<file path="src/rtl/uart_frame_tx.sv">
// uart_frame_tx: serialises a FRAME_BYTES-character payload as 8N1-style UART characters, LSB first
module uart_frame_tx #(
  parameter int CLKS_PER_BIT = 868,
  parameter int DBITS        = 8,
  parameter int FRAME_BYTES  = 8
) (
  input  logic                         clk,
  input  logic                         reset,
  input  logic [DBITS*FRAME_BYTES-1:0] frame_data,
  input  logic                         frame_valid,
  output logic                         frame_ready,
  output logic                         tx,
  output logic                         busy,
  output logic                         frame_done
);
  localparam int FW = DBITS * FRAME_BYTES;
  localparam int CW = CLKS_PER_BIT > 1 ? $clog2(CLKS_PER_BIT) : 1;
  localparam int BW = DBITS > 1 ? $clog2(DBITS) : 1;
  localparam int YW = FRAME_BYTES > 1 ? $clog2(FRAME_BYTES) : 1;
  typedef enum logic [1:0] {IDLE, START, DATA, STOP} state_t;
  state_t state, state_d;
  logic [CW-1:0] cnt, cnt_d;
  logic [BW-1:0] bit_idx, bit_idx_d;
  logic [YW-1:0] byte_idx, byte_idx_d;
  logic [FW-1:0] sreg, sreg_d;
  logic tx_d, done_d, cnt_last, bit_last, byte_last;
  assign frame_ready = state == IDLE;
  assign busy = !frame_ready;
  always_comb begin
    cnt_last = cnt == CW'(CLKS_PER_BIT - 1);
    bit_last = bit_idx == BW'(DBITS - 1);
    byte_last = byte_idx == YW'(FRAME_BYTES - 1);
    state_d = state;
    sreg_d = sreg;
    bit_idx_d = bit_idx;
    byte_idx_d = byte_idx;
    cnt_d = (state == IDLE || cnt_last) ? '0 : cnt + 1'b1;
    case (state)
      IDLE: if (frame_valid) begin
        state_d = START;
        sreg_d = frame_data;
        bit_idx_d = '0;
        byte_idx_d = '0;
      end
      START: if (cnt_last) state_d = DATA;
      DATA: if (cnt_last) begin
        sreg_d = sreg >> 1;
        bit_idx_d = bit_last ? '0 : bit_idx + 1'b1;
        state_d = bit_last ? STOP : DATA;
      end
      STOP: if (cnt_last) begin
        state_d = byte_last ? IDLE : START;
        byte_idx_d = byte_last ? '0 : byte_idx + 1'b1;
      end
      default: state_d = IDLE;
    endcase
    tx_d = state_d == START ? 1'b0 : state_d == DATA ? sreg_d[0] : 1'b1;
    done_d = state == STOP && cnt_last && byte_last;
  end
  always_ff @(posedge clk or negedge reset)
    if (!reset) begin
      state <= IDLE;
      cnt <= '0;
      bit_idx <= '0;
      byte_idx <= '0;
      sreg <= '0;
      tx <= 1'b1;
      frame_done <= 1'b0;
    end else begin
      state <= state_d;
      cnt <= cnt_d;
      bit_idx <= bit_idx_d;
      byte_idx <= byte_idx_d;
      sreg <= sreg_d;
      tx <= tx_d;
      frame_done <= done_d;
    end
endmodule
</file>
<file path="config.mk">
export PLATFORM = sky130hd
export DESIGN_NAME = uart_frame_tx
export DESIGN_NICKNAME = d
export VERILOG_FILES = /design/src/rtl/uart_frame_tx.sv
export SDC_FILE = /design/constraint.sdc
export NUM_CORES = 1
export LEC_CHECK = 0
export CORE_MARGIN = 1
export CORE_UTILIZATION = 54
export CTS_BUF_LIST = sky130_fd_sc_hd__clkbuf_4 sky130_fd_sc_hd__clkbuf_8
export CTS_CLUSTER_SIZE = 28
export DETAILED_ROUTE_END_ITERATION = 6
export GPL_TIMING_DRIVEN = 0
export PLACE_DENSITY = 0.82
export SETUP_SLACK_MARGIN = 0.2
export SKIP_CTS_REPAIR_TIMING = 1
export SYNTH_ARGS = -nofsm -noshare
export SYNTH_HDL_FRONTEND = slang
export SYNTH_SLANG_ARGS = --single-unit
</file>
<file path="constraint.sdc">
create_clock -name clk -period 2.55 [get_ports clk]
set_input_delay 0.3825 -clock clk [delete_from_list [all_inputs] [get_ports clk]]
set_output_delay 0.3825 -clock clk [all_outputs]
set_load 0.03 [all_outputs]
</file>
Word level (Yosys, flattened, before mapping). Index checks and enable logic that the tools add are counted. W data, S select, Z words.

Word-level logic and storage cells: 51. Output and inout port bits: 4. Input bits: 67. Bits in registers: 84.

Add/subtract/negate cells: 3. Reductions and logical operators: 9. Equal/unequal tests: 11. Multiplexer cells: 20.

Operators by type and width (count): $mux W64 (2); $pmux W64 S2 (1); $mux W3 (5); $pmux W3 S2 (2); $add A10 B1 Y10 const B (1); $eq A10 B10 Y1 const B (1); $mux W10 (1); $mux W2 (4); $pmux W2 S4 (1); $add A3 B1 Y3 const B (2); $eq A2 B2 Y1 const B (3); $eq A3 B3 Y1 const B (2); $ne A2 B2 Y1 const B (3); $reduce_and A3 Y1 (2); $eq A2 B1 Y1 const B (2); $mux W1 (4); $reduce_bool A2 Y1 (2); $logic_and A1 B1 Y1 (2); $logic_not A2 Y1 (1); $logic_not A1 Y1 (1); $logic_or A1 B1 Y1 (1).

Longest topological paths before layout.
Depth in word-level cells: 7. Mapped depth: 8. Mapped depth without buffers: 6.

Worst setup path after synthesis. OpenSTA, ideal clock, no wires.

Path type: register to register. Start: reg cnt[0]. End: reg sreg[10]. Required time: 2.432 ns. Setup time: 0.118 ns. Arrival: 1.711 ns. Path buffers: 3. Stages on the path, launching flop included: 9. Slack: 0.721 ns. Cells stage by stage: dfrtp_1 > ha_1 > and4bb_1 > and4_4 > buf_6 > buf_6 > buf_6 > a22o_1 > a21o_1.

Longest elaborated chain between the ends: 3.

RTL lines: from (decl) (RTL line 22) `logic [CW-1:0] cnt, cnt_d;`; from (signal assigned) (RTL line 71) `cnt <= cnt_d;`; $eq A10 B10 Y1 (RTL line 30) `cnt_last = cnt == CW'(CLKS_PER_BIT - 1);`; $ne A2 B2 Y1 (no line); $reduce_and A3 Y1 (no line); to (signal assigned) (RTL line 74) `sreg <= sreg_d;`; to (decl) (RTL line 25) `logic [FW-1:0] sreg, sreg_d;`.

Every way passes these cells. A chain may end at the register's enable or synchronous reset.

Worst setup path after layout.
Start: reg state[0]. End: out frame_ready.

Longest elaborated chain between the ends: 1.

RTL lines: from (decl) (RTL line 21) `state_t state, state_d;`; from (signal assigned) (RTL line 70) `state <= state_d;`; $logic_not A2 Y1 (RTL line 27) `assign frame_ready = state == IDLE;`; to (decl) (RTL line 11) `output logic frame_ready,`.

Every way passes these cells.

==> flow_summary_export.csv <==
group,metric,value,unit
detailed_routing,drtIter0Drc,126,
finish,drive_gt1_frac,0.0920,
power_and_ir_drop,p_per_area,589,nW/um^2
cts,clkSinkCount,84,
logic_synthesis,synth_edf_count,0,
cts,cts_tree,"yes",
timing,period_needed,2.20,ns
logic_synthesis,netlist_area,3860,um^2
detailed_routing,vias,2887,
floorplanning,start_util,0.565,
floorplanning,dieArea,7490,um^2
worst_setup_path,cp_top_family,"buffers and inverters",
power_and_ir_drop,p_leak,0.00248,uW
detailed_routing,drt-total-wl,7980,um
status,violations,"negative hold slack",
timing,setup_viol,0,
timing,hold_viol_final,35,
worst_setup_path,startpoint_type,"flop",
finish,fin_util,0.714,
global_routing,met1_usage,0.323,
finish,final_area,4880,um^2
worst_setup_path,critPathBufInv,1,
flow_run,maxCapViolCount,0,
placed_design,gp_congestion,0.777,
detailed_routing,ant_nets,0,
power_and_ir_drop,netSwitchingFraction,0.271,
timing,whs,-0.0239,ns
global_routing,grt_max_degree,50,
worst_setup_path,critPathRequiredTime,2.17,ns
power_and_ir_drop,seqPwrFrac,0.571,
power_and_ir_drop,pwr-share-clk,0.297,
logic_synthesis,syn_inst,326,
worst_setup_path,critical_path_class,"flop to output port",
power_and_ir_drop,p_int,2100,uW
worst_setup_path,rrSetupSlack,0.55,ns
worst_setup_path,cp_max_fo,5,
finish,fill_cells,529,
finish,syn_to_final_growth,26.5,%
placed_design,io_buffers,70,
finish,layout.nets,480,
global_routing,antenna_found_initial,0,
floorplanning,core,6830,um^2
timing,rsz0062_at_grt,"false",
global_routing,busiest_layer,"met2",
global_routing,gr-usage-met3,0.0486,
cts,cts_root_buf,"clkbuf_8",
logic_synthesis,async_flop_share,1.00,
placed_design,place_area,4700,um^2
logic_synthesis,synth_flop_cell,"dfrtp_1",
global_routing,grt_usage,0.234,
global_routing,grt_pass1_wl,13400,um
power_and_ir_drop,combPwrFrac,0.131,
logic_synthesis,avgSynthCellArea,11.8,um^2
floorplanning,dieHeight,86.5,um
timing,finalSetupTns,0,ns
global_routing,grt.overflow.total,0,
timing,max-slew-margin-rel,0.684,
floorplanning,die_w,86.5,um
worst_setup_path,cp-end-kind,"output port",
logic_synthesis,synth_nets,398,
global_routing,grt_pass1_vias,2790,
floorplanning,fp-row-count,30,
timing,finalCritPeriodShare,0.864,
worst_setup_path,critPathArrivalTime,1.82,ns
cts,cts_made_buffers,9,
logic_synthesis,ys_seq_area_frac,0.545,
logic_synthesis,ys_seq_elements,84,
cts,h-tree-depth,3,
timing,fmax,0.454,GHz
status,status,"finished with violations",
floorplanning,io_pins,71,
logic_synthesis,yosysWarnings,0,
worst_setup_path,cp_slowest_cell,"clkdlybuf4s50_1",
worst_setup_path,slowest_delay,0.74,ns
placed_design,dpl.hpwl,5500,um
timing,worst_pin_slew,0.474,ns
hold_path,worst_hold_path_type,"input port to asynchronous set/reset pin",
power_and_ir_drop,p_switching,778,uW
global_routing,grtUsageMet2,0.372,
worst_setup_path,cp_cell_sequence,"nor2_1 -> clkdlybuf4s50_1",
cts,clk_path_buf_depth,2,
finish,diodes,0,
power_and_ir_drop,vdd_drop_max,0.385,mV
logic_synthesis,ys_types,39,
detailed_routing,wl_per_cell,15.7,um
cts,insertion_delay,0.36,ns
timing,clock_skew,0.0142,ns
timing,slew_viol_final,0,
detailed_routing,dr.pass1.iters,4,
worst_setup_path,crit_start,"state[0]",
detailed_routing,viasPerCell,5.67,
worst_setup_path,rr_startpoint,"cnt[0]",
finish,layout_common_cells,"83 x dfrtp_1, 69 x clkdlybuf4s50_1, 64 x a22o_1",
detailed_routing,drc_errors,0,
finish,layout_commonest_cell,"dfrtp_1",
cts,clkTransAtPathRegs,0.09,ns
-- state kept, by name, indices dropped and copies added (netlist names) --
name / cells
frame_done: 1
bit_idx: 3
sreg: 64
state: 2
cnt: 10
tx: 1
byte_idx: 3
-- synthesized netlist by cell type, types with 3 or more instances --
cell | count | share of area
a22o_1 | 64 | 0.15
o21ai_1 | 3 | 0.0039
clkbuf_1 | 8 | 0.0078
inv_1 | 6 | 0.0058
xnor2_1 | 5 | 0.011
a21o_1 | 62 | 0.12
dfrtp_1 | 83 | 0.54
and2_1 | 3 | 0.0049
xor2_1 | 4 | 0.0091
nand2_1 | 12 | 0.012
buf_6 | 4 | 0.012
a31oi_1 | 3 | 0.0049
nand3_1 | 5 | 0.0065
and3_1 | 3 | 0.0049
nor2_1 | 13 | 0.013
buf_2 | 10 | 0.013
a21oi_1 | 4 | 0.0052
ha_1 | 5 | 0.016
a211oi_1 | 3 | 0.0058
nand2b_1 | 3 | 0.0049
-- per-layer routing --
metal | wire [um] | up-vias | share of wire
met4 | 89 | 0 | 0.011
met5 | 0 | - | 0
met2 | 3790 | 63 | 0.48
li1 | - | 1386 | -
met3 | 332 | 10 | 0.042
met1 | 3760 | 1428 | 0.47
-- area by class of cell --
| cell class | instances | area, um^2 | share of cell area |
|---|---|---|---|
| multi-input combinational | 213 | 1600 | 0.328 |
| buffer | 23 | 133 | 0.0272 |
| tap | 96 | 120 | 0.0246 |
| clock inverter | 7 | 51.3 | 0.0105 |
| inverter | 6 | 22.5 | 0.00462 |
| clock buffer | 9 | 124 | 0.0254 |
| sequential | 84 | 2100 | 0.431 |
| timing repair buffer | 71 | 726 | 0.149 |
-- worst reg2reg max path: stages, from the launching register on --
cell and delay [ns]:
dfrtp_1 0.41, ha_1 0.29, and4bb_1 0.25, and4_4 0.18, buf_6 0.13, buf_6 0.14, buf_6 0.14, a22o_1 0.19
a21o_1 0.16
-- final timing paths --
check / end / cells past startpoint
worst max-delay path: frame_ready / 2
worst min-delay path: sreg[32] / 1
worst max register to register: sreg[4] / 8
worst min register to register: sreg[21] / 1
max in group asynchronous: tx / 2
min in group clk: sreg[21] / 1
-- power by group through the flow --
stage / sequential (uW) / clock [uW] / combinational (uW)
finish: 1640 / 854 / 378
global route: 1670 / 929 / 425
CTS: 1640 / 867 / 385
detailed placement: 1660 / 0 / 383
global placement: 1650 / 0 / 364
floorplan: 1630 / 0 / 214
-- metrics by stage --
step           hold WS (ns)  setup slack (ns)  instances  total power (uW)
2_1_floorplan        0.0869             0.721        326              1840
3_3_place_gp          0.458             -1.84        492              2020
3_5_place_dp          0.371             0.204        493              2050
4_1_cts             -0.0188             0.313        509              2890
5_1_grt             0.00451             0.240        509              3020
6_report            -0.0239             0.348        509              2870
-- logic make-up (layout without fill, tap and decap cells) --
logic type                 after synthesis  count (layout)  share of synthesized area
DFF                                     84              84                      0.545
muxes                                    1               1                    0.00259
and+or+nand+nor                         54              54                     0.0788
xor gates and xnor gates                 9               9                     0.0204
adders and majority gates                5               5                     0.0162
buffers and inverters                   29             116                     0.0402
AOI/OAI and AO/OA                      144             144                      0.297
Power figures use the tool's default switching activity.
